<file path="config.mk">
export PLATFORM = sky130hd
export DESIGN_NAME = patch_lut_engine_flat
export DESIGN_NICKNAME = d
export VERILOG_FILES = /design/src/rtl/patch_lut_engine_if.sv /design/src/rtl/patch_lut_engine.sv /design/src/flat_wrapper.sv
export SDC_FILE = /design/constraint.sdc
export NUM_CORES = 1
export LEC_CHECK = 0
export CORE_MARGIN = 1
export CORE_UTILIZATION = 51
export CTS_BUF_LIST = sky130_fd_sc_hd__clkbuf_4
export CTS_CLUSTER_SIZE = 8
export DETAILED_ROUTE_END_ITERATION = 6
export PLACE_DENSITY = 0.8
export SLEW_MARGIN = 20
export SYNTH_ARGS = -nofsm -noshare
export SYNTH_HDL_FRONTEND = slang
export SYNTH_SLANG_ARGS = --single-unit
export TNS_END_PERCENT = 10
</file>
<file path="constraint.sdc">
create_clock -name clk -period 1 [get_ports clk]
set_input_delay 0.2 -clock clk [delete_from_list [all_inputs] [get_ports clk]]
set_output_delay 0.2 -clock clk [all_outputs]
set_load 0.1 [all_outputs]
</file>
<file path="src/rtl/patch_lut_engine_if.sv">
// rtl/patch_lut_engine_if.sv - lookup request and result stream bundle for patch_lut_engine
// slave is the engine side; master is whoever feeds vectors and drains results.
interface patch_lut_engine_if #(
  parameter int N_IN  = 3,
  parameter int N_TGT = 1
);
  logic             in_valid;
  logic             in_ready;
  logic [N_IN-1:0]  in_vec;
  logic             out_valid;
  logic             out_ready;
  logic [N_IN-1:0]  out_vec;
  logic [N_TGT-1:0] t_out;
  logic             out_last;

  modport master (
    output in_valid, in_vec, out_ready,
    input  in_ready, out_valid, out_vec, t_out, out_last
  );

  modport slave (
    input  in_valid, in_vec, out_ready,
    output in_ready, out_valid, out_vec, t_out, out_last
  );
endinterface

</file>
<file path="src/rtl/patch_lut_engine.sv">
// rtl/patch_lut_engine.sv - reprogrammable truth-table patch engine with lookup and sweep modes
// One output register is shared by lookups and sweep beats; a sweep enumerates every index in order.
module patch_lut_engine #(
  parameter int N_IN  = 3,
  parameter int N_TGT = 1,
  parameter int TGT_W = (N_TGT > 1) ? $clog2(N_TGT) : 1,
  parameter logic [N_TGT*(2**N_IN)-1:0] INIT_LUT = 8'hDB
) (
  input  logic             clk,
  input  logic             rst_n,
  input  logic             cfg_we,
  input  logic [TGT_W-1:0] cfg_tgt,
  input  logic [N_IN-1:0]  cfg_addr,
  input  logic             cfg_bit,
  output logic             cfg_ready,
  input  logic             sweep_start,
  output logic             sweep_busy,
  output logic             sweep_done,
  patch_lut_engine_if.slave s_if
);
  localparam int DEPTH = 1 << N_IN;

  typedef enum logic [1:0] {ST_IDLE, ST_SWEEP, ST_DONE} state_t;

  state_t                   r_state;
  state_t                   w_state_nxt;
  logic [1:0]               r_rst_sync;
  logic                     w_rst_n;
  logic [N_TGT*DEPTH-1:0]   r_lut;
  logic [N_IN:0]            r_cnt;
  logic                     w_slot_free;
  logic                     w_in_fire;
  logic                     w_sweep_load;
  logic                     w_last_acc;
  logic                     w_wr_en;
  logic [N_IN-1:0]          w_idx;
  logic [N_TGT-1:0]         w_lookup;

  // Reset asserts immediately but releases on a clock edge so no flop sees a runt release.
  always_ff @(posedge clk or negedge rst_n) begin
    if (!rst_n) r_rst_sync <= 2'b00;
    else        r_rst_sync <= {r_rst_sync[0], 1'b1};
  end
  assign w_rst_n = r_rst_sync[1];

  assign w_slot_free = !s_if.out_valid || s_if.out_ready;
  assign w_in_fire   = s_if.in_valid && s_if.in_ready;
  assign w_last_acc  = s_if.out_valid && s_if.out_ready && s_if.out_last;
  assign w_wr_en     = cfg_we && cfg_ready && (int'(cfg_tgt) < N_TGT);
  assign w_idx       = (r_state == ST_SWEEP) ? r_cnt[N_IN-1:0] : s_if.in_vec;

  always_ff @(posedge clk or negedge w_rst_n) begin
    if (!w_rst_n) r_state <= ST_IDLE;
    else          r_state <= w_state_nxt;
  end

  always_comb begin
    w_state_nxt   = r_state;
    cfg_ready     = 1'b0;
    sweep_busy    = 1'b0;
    sweep_done    = 1'b0;
    s_if.in_ready = 1'b0;
    w_sweep_load  = 1'b0;
    case (r_state)
      ST_IDLE: begin
        cfg_ready     = 1'b1;
        s_if.in_ready = !sweep_start && w_slot_free;
        if (sweep_start) w_state_nxt = ST_SWEEP;
      end
      ST_SWEEP: begin
        sweep_busy = 1'b1;
        // r_cnt[N_IN] marks that every beat has been loaded; wait for the last to drain.
        w_sweep_load = w_slot_free && !r_cnt[N_IN];
        if (w_last_acc) w_state_nxt = ST_DONE;
      end
      ST_DONE: begin
        sweep_done  = 1'b1;
        w_state_nxt = ST_IDLE;
      end
      default: w_state_nxt = ST_IDLE;
    endcase
  end

  always_comb begin
    w_lookup = '0;
    for (int t = 0; t < N_TGT; t++) begin
      for (int a = 0; a < DEPTH; a++) begin
        if (w_idx == N_IN'(a)) w_lookup[t] = r_lut[t*DEPTH + a];
      end
    end
  end

  always_ff @(posedge clk or negedge w_rst_n) begin
    if (!w_rst_n) begin
      r_lut <= INIT_LUT;
    end else begin
      for (int t = 0; t < N_TGT; t++) begin
        for (int a = 0; a < DEPTH; a++) begin
          if (w_wr_en && (int'(cfg_tgt) == t) && (cfg_addr == N_IN'(a)))
            r_lut[t*DEPTH + a] <= cfg_bit;
        end
      end
    end
  end

  always_ff @(posedge clk or negedge w_rst_n) begin
    if (!w_rst_n) begin
      r_cnt          <= '0;
      s_if.out_valid <= 1'b0;
      s_if.out_vec   <= '0;
      s_if.t_out     <= '0;
      s_if.out_last  <= 1'b0;
    end else begin
      if (r_state == ST_IDLE && sweep_start)
        r_cnt <= '0;
      else if (w_sweep_load)
        r_cnt <= r_cnt + (N_IN+1)'(1);
      else if (r_state == ST_SWEEP && w_last_acc)
        r_cnt <= '0;

      if (w_in_fire) begin
        s_if.out_valid <= 1'b1;
        s_if.out_vec   <= s_if.in_vec;
        s_if.t_out     <= w_lookup;
        s_if.out_last  <= 1'b0;
      end else if (w_sweep_load) begin
        s_if.out_valid <= 1'b1;
        s_if.out_vec   <= r_cnt[N_IN-1:0];
        s_if.t_out     <= w_lookup;
        s_if.out_last  <= (r_cnt[N_IN-1:0] == N_IN'(DEPTH-1));
      end else if (s_if.out_ready) begin
        s_if.out_valid <= 1'b0;
      end
    end
  end
endmodule

</file>
<file path="src/flat_wrapper.sv">
// flat-port wrapper written by rule: the top's interface ports become plain ports
module patch_lut_engine_flat 
#(
  parameter int N_IN  = 3,
  parameter int N_TGT = 1,
  parameter int TGT_W = (N_TGT > 1) ? $clog2(N_TGT) : 1,
  parameter logic [N_TGT*(2**N_IN)-1:0] INIT_LUT = 8'hDB
)
  (clk, rst_n, cfg_we, cfg_tgt, cfg_addr, cfg_bit, cfg_ready, sweep_start, sweep_busy, sweep_done, s_if_in_valid, s_if_in_vec, s_if_out_ready, s_if_in_ready, s_if_out_valid, s_if_out_vec, s_if_t_out, s_if_out_last);
  patch_lut_engine_if #(.N_IN(N_IN), .N_TGT(N_TGT)) s_if_i ();
  input  logic clk;
  input  logic rst_n;
  input  logic cfg_we;
  input  logic [TGT_W-1:0] cfg_tgt;
  input  logic [N_IN-1:0] cfg_addr;
  input  logic cfg_bit;
  output logic cfg_ready;
  input  logic sweep_start;
  output logic sweep_busy;
  output logic sweep_done;
  input wire logic [$bits(s_if_i.in_valid)-1:0] s_if_in_valid;
  input wire logic [$bits(s_if_i.in_vec)-1:0] s_if_in_vec;
  input wire logic [$bits(s_if_i.out_ready)-1:0] s_if_out_ready;
  output wire logic [$bits(s_if_i.in_ready)-1:0] s_if_in_ready;
  output wire logic [$bits(s_if_i.out_valid)-1:0] s_if_out_valid;
  output wire logic [$bits(s_if_i.out_vec)-1:0] s_if_out_vec;
  output wire logic [$bits(s_if_i.t_out)-1:0] s_if_t_out;
  output wire logic [$bits(s_if_i.out_last)-1:0] s_if_out_last;
  assign s_if_i.in_valid = s_if_in_valid;
  assign s_if_i.in_vec = s_if_in_vec;
  assign s_if_i.out_ready = s_if_out_ready;
  assign s_if_in_ready = s_if_i.in_ready;
  assign s_if_out_valid = s_if_i.out_valid;
  assign s_if_out_vec = s_if_i.out_vec;
  assign s_if_t_out = s_if_i.t_out;
  assign s_if_out_last = s_if_i.out_last;
  patch_lut_engine #(.N_IN(N_IN), .N_TGT(N_TGT), .TGT_W(TGT_W), .INIT_LUT(INIT_LUT)) u_core (.clk(clk), .rst_n(rst_n), .cfg_we(cfg_we), .cfg_tgt(cfg_tgt), .cfg_addr(cfg_addr), .cfg_bit(cfg_bit), .cfg_ready(cfg_ready), .sweep_start(sweep_start), .sweep_busy(sweep_busy), .sweep_done(sweep_done), .s_if(s_if_i));
endmodule
</file>
After elaboration in Yosys (flattened, before gate mapping). Cells that the tools add are included.

$add $sub $neg: 1. Order comparisons: 1. Equal/unequal tests: 19. Mux-type cells: 29. Bitwise operators: 1. Reductions and logical operators: 29.

Operators with widths (number): $eq A3 B3 Y1 const B (9); $mux W1 (20); $logic_and A1 B1 Y1 (18); $eq A3 B2 Y1 const B (4); $mux W4 (3); $mux W3 (3); $eq A3 B1 Y1 const B (2); $logic_not A3 Y1 (2); $reduce_bool A3 Y1 (2); $add A4 B1 Y4 const B (1); $mux W2 (2); $pmux W2 S2 (1); $logic_not A1 Y1 (3); $eq A2 B1 Y1 const B (1); $eq A2 B2 Y1 const B (1); $logic_not A2 Y1 (1); $ne A2 B1 Y1 const B (1); $ne A2 B2 Y1 const B (1); $reduce_and A2 Y1 (1); $reduce_bool A2 Y1 (1); $logic_or A1 B1 Y1 (1); $lt A1 B1 Y1 const B (1); $not A1 Y1 (1).

Bits in registers: 22. Bits of input ports: 14. Output and inout bits: 10. Word-level logic and storage cells: 95.

Longest topological paths before layout. Gate-level depths: netlist (run 1).

Depth in word-level cells: 13. Gate-level depth with buffers: 6.

Worst setup path after synthesis (run 1). No wires, ideal clock.

Kind: register to register. Start: register u_core.s_if.out_valid. End: register u_core.s_if.t_out. Setup time: 0.130 ns. Arrival: 4.727 ns. Data required time: 0.870 ns. Path slack: -3.857 ns. Cell stages (with the launch flop): 7. Buffers on the path: 1. Period minus slack after synthesis: 4.857 ns. Cell sequence: dfrtp_1 -> nor2b_1 -> nor4_1 -> and2_1 -> clkbuf_1 -> or2_2 -> a31oi_1.

Cells in the longest elaborated chain, start to end: 6.

RTL lines: start: declaration (RTL line patch_lut_engine_if.sv:23) `output in_ready, out_valid, out_vec, t_out, out_last`; start signal: assignment (RTL line patch_lut_engine.sv:109) `s_if.out_valid <= 1'b0;`; start signal: assignment (RTL line patch_lut_engine.sv:122) `s_if.out_valid <= 1'b1;`; start signal: assignment (RTL line patch_lut_engine.sv:127) `s_if.out_valid <= 1'b1;`; $logic_not A1 Y1 (*) (RTL line patch_lut_engine.sv:46) `assign w_slot_free = !s_if.out_valid || s_if.out_ready;`; $logic_or A1 B1 Y1 (*) (RTL line patch_lut_engine.sv:46); $logic_and A1 B1 Y1 (*) (RTL line patch_lut_engine.sv:67) `s_if.in_ready = !sweep_start && w_slot_free;`; $mux W1 (*) (RTL line patch_lut_engine.sv:64) `case (r_state)`; net s_if_in_ready (RTL line flat_wrapper.sv:24) `output wire logic [$bits(s_if_i.in_ready)-1:0] s_if_in_ready;`; $logic_and A1 B1 Y1 (*) (RTL line patch_lut_engine.sv:47) `assign w_in_fire = s_if.in_valid && s_if.in_ready;`; $mux W1 / $reduce_bool A2 Y1 (equally long branches); end signal: assignment (RTL line patch_lut_engine.sv:124) `s_if.t_out <= w_lookup;`; end signal: assignment (RTL line patch_lut_engine.sv:129) `s_if.t_out <= w_lookup;`; end: declaration (RTL line patch_lut_engine_if.sv:23).

Mark *: on every way through the listed nets, which the timed path passes. The rest lies on a longest branch. A chain may end at the register's enable or synchronous reset.

Final worst setup path (run 1).
Start: register u_core.s_if.out_valid. End: output s_if_in_ready.

Cells in the longest elaborated chain, start to end: 4.

RTL lines (RTL line): $logic_not A1 Y1 (patch_lut_engine.sv:46); $logic_or A1 B1 Y1 (patch_lut_engine.sv:46); $logic_and A1 B1 Y1 (patch_lut_engine.sv:67); $mux W1 (patch_lut_engine.sv:64); end: declaration (flat_wrapper.sv:24).

Every way passes these cells.

==> results.toml, run 1 <==
[setup_path]
worst_ep_required_time_ns = 0.80
r2r_end = "u_core.s_if.t_out"
end_kind = "output pin"
reg2reg_from = "u_core.r_state[1]"
path_class = "register to output pin"
setup.worst_path.start_class = "register"
reg2reg_depth = 6
cp_max_fo = 3
rrSetupSlack_ns = -0.73
arrival_ns = 1.57

[placed_design]
place.gp.congestion = 0.865
place_ws_ns = -0.878
post-dp-hpwl_um = 2030
io_buffers = 23
place_inst = 166

[timing]
setup_viol = 29
skew_ns = 0.00697
worst_slack_ns = -0.767
hold_viol = 0
fmaxAchievable_mhz = 566
fin_crit_ns = 1.77
rsz0062_at_grt = "true"
whs_ns = 0.0211
period_share = 1.77
maxSlewViolCount = 0

[logic_synthesis]
synth_top_area_cell = "dfrtp_1"
avgSynthCellArea_um2 = 11.0
ys_top_cells_by_area = "dfrtp_1 (36%), dfstp_2 (14%), mux2_2 (10%), mux2i_1 (4.5%), nand2_1 (3.1%)"
syn_inst = 100
ys_seq_elements = 22
synth.most_common_cell = "dfrtp_1"
synth_top_area_frac = 0.364
synth_warnings = 0
synthTopCellsByCount = "dfrtp_1 (16), mux2_2 (10), nand2_1 (9), nor2_1 (9), dfstp_2 (6)"
synth_area_um2 = 1100
synthFlopType = "dfrtp_1"
postSynthNetCount = 116
synth_cell_types = 32
yosysSeqAreaShare = 0.507
synthArstFlopShare = 1.00
synth_edf_count = 0

[routing]
routedWlPerCell_um = 19.1
avgViaCountPerCell = 5.84
dr.pass1.iters = 4
vias = 1028
ant_nets = 0
routed_wl_um = 3360
drtIter0Drc = 34
drc = 0

[power]
p_leak_uw = 0.000790
ir_drop_mv = 2.55
power_density_nw_per_um2 = 3450

[final_layout]
nets = 166
antennaDiodeCount = 0
drive_above_1_share = 0.490
layout.cells.non_filler = 176
areaGrowthSynthToFinish_pct = 62.6
fillers = 78

[global_route]
grt_remaining_overflow = 0
use_met1 = 0.348
met2_usage = 0.495
antenna_found_initial = 0
grt_use_total = 0.280
grt_max_degree = 14
grtUsageMet3 = 0.0283
grt_pass1_wl_um = 4890
grt_pass1_vias = 1015
grt_busiest_layer = "met2"

[clocking]
numCtsBuffers = 3
htree_levels = 1
clk_latency_ns = 0.31
cts-root-buf = "clkbuf_4"
cts_tree = "done"
clkTransAtPathRegs_ns = 0.13
cts_buffer_depth = 2
clock_sinks = 22

[run_status]
violations = "setup timing"
outcome = "finished with violations"

[floorplanning]
initial_core_util = 0.550
die_h_um = 48.5
die_area_um2 = 2350
rows = 16
core_area_um2 = 2000
io_pins = 24
die_x_um = 48.5

[min_path]
hold_path.class = "primary input to async pin"

[flow_run]
maxCapViolCount = 0
==> per-stage QoR <==
step                      setup TNS, ns  area (um2)   util  power [uW]
after CTS                        -13.47        1730  0.863        5890
after detailed placement         -14.43        1620  0.809        5030
after global placement           -13.12        1620  0.809        4930
final                            -13.97        1790  0.894        6180
after floorplan                  -22.74        1140      -        3650
after global routing             -15.09        1790  0.894        6380
==> cells in the final DEF (no fill, tap or decap), types with 2 or more instances in the layout <==
cell type / count
buf_4: 20
dfrtp_1: 15
clkdlybuf4s50_1: 13
buf_12: 10
nand2_1: 9
mux2_2: 8
nor2_1: 7
dfstp_2: 6
mux2i_1: 5
o21ai_0: 4
buf_6: 4
nand2b_1: 3
a22oi_1: 3
clkbuf_4: 3
and2_4: 2
nand3b_1: 2
nor3b_2: 2
nand3_1: 2
nor3_1: 2
mux2_4: 2
a21oi_1: 2
ha_1: 2
==> worst max-delay path, cell delays in order, from the launching register on <==
cell     delay, ns
dfrtp_4       0.50
nor2b_4       0.16
nor4_4        0.26
buf_4         0.18
buf_12        0.16
==> how the worst max path moves through the flow <==
stage	slack, ns	startpoint	endpoint	cells past startpoint
final	-0.77	u_core.s_if.out_valid	s_if_in_ready	4
after global routing	-0.83	u_core.s_if.out_valid	s_if_in_ready	4
after CTS	-0.71	u_core.s_if.out_valid	s_if_in_ready	4
after detailed placement	-0.88	cfg_tgt	u_core.r_lut[2]	5
after global placement	-0.81	cfg_tgt	u_core.r_lut[2]	5
after floorplan	-1.62	u_core.s_if.out_valid	u_core.s_if.t_out	6
==> state kept, by name, summed over array words and instances, names as in the netlist <==
name                   count
u_core.r_cnt               4
u_core.r_lut               8
u_core.r_rst_sync          2
u_core.r_state             2
u_core.s_if.out_last       1
u_core.s_if.out_valid      1
u_core.s_if.out_vec        3
u_core.s_if.t_out          1
==> timing repair <==
| action | in CTS | in global routing |
|---|---|---|
| buffers inserted | 4 | 2 |
| gates resized for setup | 7 | 13 |
| endpoints found under the setup margin | 29 | 30 |
| pin swaps | 3 | 4 |
| hold buffers | 0 | 0 |
==> where the power goes <==
| group | internal, uW | switching, uW |
|---|---|---|
| logic | 1730 | 2250 |
| registers | 1250 | 258 |
| clock network | 405 | 283 |
| total | 3390 | 2790 |
==> layout make-up <==
class                      count  area [um2]  area share
timing repair buffer          47         526       0.294
clock buffer                   3        22.5      0.0126
inverter                       2        10.0     0.00559
sequential                    22         562       0.314
multi-input combinational     74         607       0.339
tap                           27        33.8      0.0189
clock inverter                 1        30.0      0.0168
==> cell families (layout without fill, tap and decap cells) <==
kind of cell,Yosys count,after routing,share of synthesized area
mux,16,16,0.168
compound gates,14,14,0.0818
buf+inv,4,53,0.0170
simple gates,41,41,0.200
other cells,1,1,0.00341
fa+ha+maj,2,2,0.0227
flops,22,22,0.507
==> per-layer routing <==
layer	vias to the layer above	part of all wire
li1	452	-
met1	507	0.40
met2	53	0.51
met3	16	0.050
met4	0	0.046
met5	-	0
Power figures use the tool's default switching activity.
==> inputs of run 2 (changes only) <==
--- a/config.mk
+++ b/config.mk
@@ -5,12 +5,13 @@
 export SDC_FILE = /design/constraint.sdc
 export NUM_CORES = 1
 export LEC_CHECK = 0
+export CAP_MARGIN = 15
 export CORE_MARGIN = 1
-export CORE_UTILIZATION = 51
+export CORE_UTILIZATION = 47
 export CTS_BUF_LIST = sky130_fd_sc_hd__clkbuf_4
 export CTS_CLUSTER_SIZE = 8
 export DETAILED_ROUTE_END_ITERATION = 6
-export PLACE_DENSITY = 0.8
+export PLACE_DENSITY = 0.75
 export SLEW_MARGIN = 20
 export SYNTH_ARGS = -nofsm -noshare
 export SYNTH_HDL_FRONTEND = slang
==> run 2 against run 1 <==
  * The run still ends with setup timing left
  * Clock skew is 0.0048 ns lower
  * Non-clock buffer count is the same
  * Utilization is 8.5 points lower
  * Critical path type is now register to register
  * Highest routed layer unchanged
==> results.toml, run 2 (synthesis results as in run 1) <==
[setup_path]
crit_path_cell_trace = "nand2b_4, inv_4, mux2i_4, mux2_4, o221ai_2, a31oi_1"
worst_ep_required_time_ns = 1.20
arrival_ns = 1.93
end_kind = "register"
critical_path.slowest_cell = "dfrtp_1"
cp_max_fo = 6
max_stage_delay_ns = 0.45
setup.worst_path.start_class = "register"
path_class = "register to register"

[final_layout]
nets = 166
antennaDiodeCount = 0
final_cell_mix = "buf_4 (18), dfrtp_1 (15), clkdlybuf4s50_1 (13), buf_12 (10), nand2_1 (9)"
layout.cells.non_filler = 177
largest_reg_flops = 8
areaGrowthSynthToFinish_pct = 62.6
final_area_um2 = 1790
reg.largest.list = "u_core.r_lut (8), u_core.r_cnt (4), u_core.s_if.out_vec (3)"
final_util = 0.809
mostFrequentLayoutCell = "buf_4"
regMostFlops = "u_core.r_lut"
drive_above_1_share = 0.470

[floorplanning]
rows = 17
io_pins = 24
die_h_um = 50.4
die_x_um = 50.4
initial_core_util = 0.498
core_area_um2 = 2210
die_area_um2 = 2540

[power]
p_leak_uw = 0.000794
power_uw = 6070
ir_drop_mv = 3.19
power_density_nw_per_um2 = 3390

[clocking]
htree_levels = 1
clk_latency_ns = 0.30
cts_tree = "done"
cts_buffer_depth = 2
ctsHoldBuffers = 0
numCtsBuffers = 3
cts-root-buf = "clkbuf_4"
clock_sinks = 22
clkTransAtPathRegs_ns = 0.12

[timing]
whs_ns = 0.0353
skew_ns = 0.00220
fin_crit_ns = 1.73
setup_viol = 30
maxSlewViolCount = 0
rsz0062_at_grt = "true"
hold_viol = 0
period_share = 1.73
fmaxAchievable_mhz = 578
worst_slack_ns = -0.731

[global_route]
grt_max_degree = 21
antenna_found_initial = 0
grt_remaining_overflow = 0
grt_use_total = 0.245
grt_pass1_wl_um = 4530
grt_pass1_vias = 1007

[routing]
routedWlPerCell_um = 16.9
dr.pass1.iters = 4
avgViaCountPerCell = 5.33
drc = 0
drtIter0Drc = 14
vias = 944
ant_nets = 0
routed_wl_um = 3000

[run_status]
violations = "setup timing"
outcome = "finished with violations"

[placed_design]
place_area_um2 = 1640
io_buffers = 23
place.gp.congestion = 0.874
place_inst = 169
post-dp-hpwl_um = 1960

[flow_run]
maxCapViolCount = 0

[min_path]
hold_path.class = "primary input to async pin"
-- run 2: per-layer routing --
layer / vias up / track usage / wire length (um)
li1: 449 / - / -
met1: 466 / 0.308 / 1270
met2: 27 / 0.447 / 1620
met3: 2 / 0.0182 / 96
met4: 0 / 0.0694 / 8
met5: - / 0 / 0
-- run 2: final timing paths --
kind	from	end	slack, ns	depth (start not counted)
setup / recovery	u_core.r_state[1]	u_core.s_if.t_out	-0.73	6
hold / removal	rst_n	u_core.r_rst_sync[1]	0.04	1
setup reg to reg	u_core.r_state[1]	u_core.s_if.t_out	-0.73	6
hold reg to reg	u_core.r_rst_sync[1]	u_core.r_cnt[1]	0.22	1
max in group asynchronous	u_core.r_rst_sync[1]	u_core.r_lut[1]	0.52	1
min in group clk	u_core.r_rst_sync[0]	u_core.r_rst_sync[1]	0.37	0
-- run 2: through the flow --
stage,TNS (ns),worst slack (ns)
6_report,-13.31,-0.731
5_1_grt,-15.13,-0.780
4_1_cts,-12.54,-0.704
3_5_place_dp,-14.12,-0.840
3_3_place_gp,-13.41,-0.820
2_1_floorplan,-22.74,-1.62
-- run 2: power breakdown --
part,total (uW),internal (uW),switching (uW)
Combinational,3900,1720,2170
Sequential,1500,1250,247
Clock,677,405,273
-- run 2: area by class of cell --
class	count	area, um2
timing repair buffer	47	533
sequential	22	562
multi-input combinational	74	598
inverter	2	10.0
clock inverter	1	30.0
tap	28	35.0
fill	137	422
clock buffer	3	22.5
-- run 2: timing repair --
item	CTS	global route
setup buffers	3	1
pin swaps	6	2
endpoints found under the setup margin	30	30
resized for setup	14	5
-- run 2: critical path, delay by kind of cell, from the launching register on --
kind                   cells  cell delay (ns)
AOI/OAI and AO/OA          2             0.27
buffers and inverters      1             0.08
DFF                        1             0.45
muxes                      2             0.65
and+or+nand+nor            1             0.18
==> inputs of run 3 (changes only) <==
--- a/config.mk
+++ b/config.mk
@@ -16,4 +16,4 @@
 export SYNTH_ARGS = -nofsm -noshare
 export SYNTH_HDL_FRONTEND = slang
 export SYNTH_SLANG_ARGS = --single-unit
-export TNS_END_PERCENT = 10
+export TNS_END_PERCENT = 30
==> run 3 against run 2 <==
  * The run still ends with setup timing left
  * Die area unchanged
  * Non-clock buffer count unchanged
  * Clock skew increased by 0.0016 ns
  * Total power increased by 4.5%
  * First-iteration DRC count increased by 21%
  * Worst setup slack got worse by 0.013 ns
  * Sequential share of layout area decreased by 0.91 points
  * Via count increased by 2.0%
  * Sequential power about the same
  * Final area increased by 3.2%
  * Routed wire length increased by 1.6%
  * Critical path depth unchanged
==> results.toml, run 3 (synthesis results as in run 1) <==
[run_status]
outcome = "finished with violations"
violations = "setup timing"

[floorplanning]
die_h_um = 50.4
rows = 17
initial_core_util = 0.498
die_x_um = 50.4
io_pins = 24
core_area_um2 = 2210
die_area_um2 = 2540

[global_route]
antenna_found_initial = 0
grt_max_degree = 14
grt_use_total = 0.281
grt_remaining_overflow = 0
grt_pass1_vias = 1083
grt_pass1_wl_um = 5200

[placed_design]
place.gp.congestion = 0.778
place_ws_ns = -0.885
place_inst = 169
io_buffers = 23
post-dp-hpwl_um = 1980

[setup_path]
crit_path_cell_trace = "nand2b_4, inv_4, mux2i_4, mux2i_1, a221o_1, a31oi_1"
rrSetupSlack_ns = -0.74
worst_ep_required_time_ns = 1.24
setup.worst_path.start_class = "register"
critical_path.slowest_cell = "dfrtp_1"
arrival_ns = 1.98
max_stage_delay_ns = 0.43
cp_max_fo = 6
end_kind = "register"
path_class = "register to register"

[routing]
avgViaCountPerCell = 5.44
dr.pass1.iters = 4
routed_wl_um = 3040
ant_nets = 0
drc = 0
vias = 963
routedWlPerCell_um = 17.2
drtIter0Drc = 17

[timing]
hold_viol = 0
setup_viol = 30
worst_slack_ns = -0.745
maxSlewViolCount = 0
whs_ns = 0.0230
fmaxAchievable_mhz = 573
period_share = 1.74
skew_ns = 0.00383
fin_crit_ns = 1.74
rsz0062_at_grt = "true"

[clocking]
numCtsBuffers = 3
cts-root-buf = "clkbuf_4"
clock_sinks = 22
clk_latency_ns = 0.31
cts_buffer_depth = 2
htree_levels = 1
ctsHoldBuffers = 0
clkTransAtPathRegs_ns = 0.13
cts_tree = "done"

[power]
power_density_nw_per_um2 = 3440
ir_drop_mv = 2.93
p_leak_uw = 0.000803

[final_layout]
areaGrowthSynthToFinish_pct = 67.8
layout.cells.non_filler = 177
antennaDiodeCount = 0
mostFrequentLayoutCell = "dfrtp_1"
regMostFlops = "u_core.r_lut"
nets = 166
final_util = 0.835
reg.largest.list = "u_core.r_lut (8), u_core.r_cnt (4), u_core.s_if.out_vec (3)"
drive_above_1_share = 0.517
final_cell_mix = "dfrtp_1 (14), clkdlybuf4s50_1 (13), buf_4 (12), buf_6 (12), buf_12 (10)"
fillers = 112
largest_reg_flops = 8

[flow_run]
maxCapViolCount = 0

[min_path]
hold_path.class = "primary input to async pin"
-- run 3: cell counts in the layout (fill, tap and decap cells not counted) --
No cell type changed its count.
-- run 3: area by class of cell --
cell class | instances | area [um2] | area share
multi-input cells | 74 | 632 | 0.342
flip-flops and latches | 22 | 563 | 0.305
repair buffers | 47 | 556 | 0.301
well taps | 28 | 35.0 | 0.0190
clock inverters | 1 | 30.0 | 0.0162
clock buffers | 3 | 22.5 | 0.0122
inverters | 2 | 10.0 | 0.00542
-- run 3: timing repair --
item | in CTS | in global routing
resized for setup | 30 | 4
pin swaps | 8 | 2
buffers inserted | 4 | 0
cloned | 0 | 0
endpoints found under the setup margin | 30 | 30
-- run 3: worst paths after layout --
path                                   endpoint            startpoint  cells after the start
max                           u_core.s_if.t_out     u_core.r_state[1]                      6
max reg2reg                   u_core.s_if.t_out     u_core.r_state[1]                      6
min                        u_core.r_rst_sync[0]                 rst_n                      1
min reg2reg                     u_core.r_lut[5]  u_core.r_rst_sync[1]                      1
min in group clk           u_core.r_rst_sync[1]  u_core.r_rst_sync[0]                      0
max in group asynchronous       u_core.r_lut[4]  u_core.r_rst_sync[1]                      1
-- run 3: metal layers --
metal	vias up	part of all wire	global-route usage
met1	473	0.40	0.319
met2	34	0.53	0.516
li1	450	-	-
met5	-	0	0
met4	0	0.024	0.111
met3	6	0.048	0.0485
-- run 3: power by group --
| part | leakage (uW) | internal (uW) | switching [uW] | total (uW) |
|---|---|---|---|---|
| combinational | 0.000515 | 1860 | 2270 | 4130 |
| clock | 0.0000279 | 405 | 287 | 692 |
| sequential | 0.000260 | 1260 | 274 | 1530 |
| total | 0.000803 | 3520 | 2830 | 6350 |
-- run 3: worst max-delay path: cells and delay by family, from the launching register on --
family | cells | cell delay, ns
AND/OR/NAND/NOR | 1 | 0.17
flip-flops | 1 | 0.43
AO/OA/AOI/OAI | 2 | 0.53
multiplexers | 2 | 0.46
buffers and inverters | 1 | 0.08
-- run 3: stage by stage --
step | setup TNS (ns) | total power (uW) | cell area [um2]
after global routing | -14.46 | 6600 | 1850
after CTS | -12.33 | 6230 | 1840
after global placement | -13.64 | 4980 | 1640
final | -12.61 | 6350 | 1850
after floorplan | -19.11 | 3670 | 1150
after detailed placement | -14.47 | 5070 | 1640
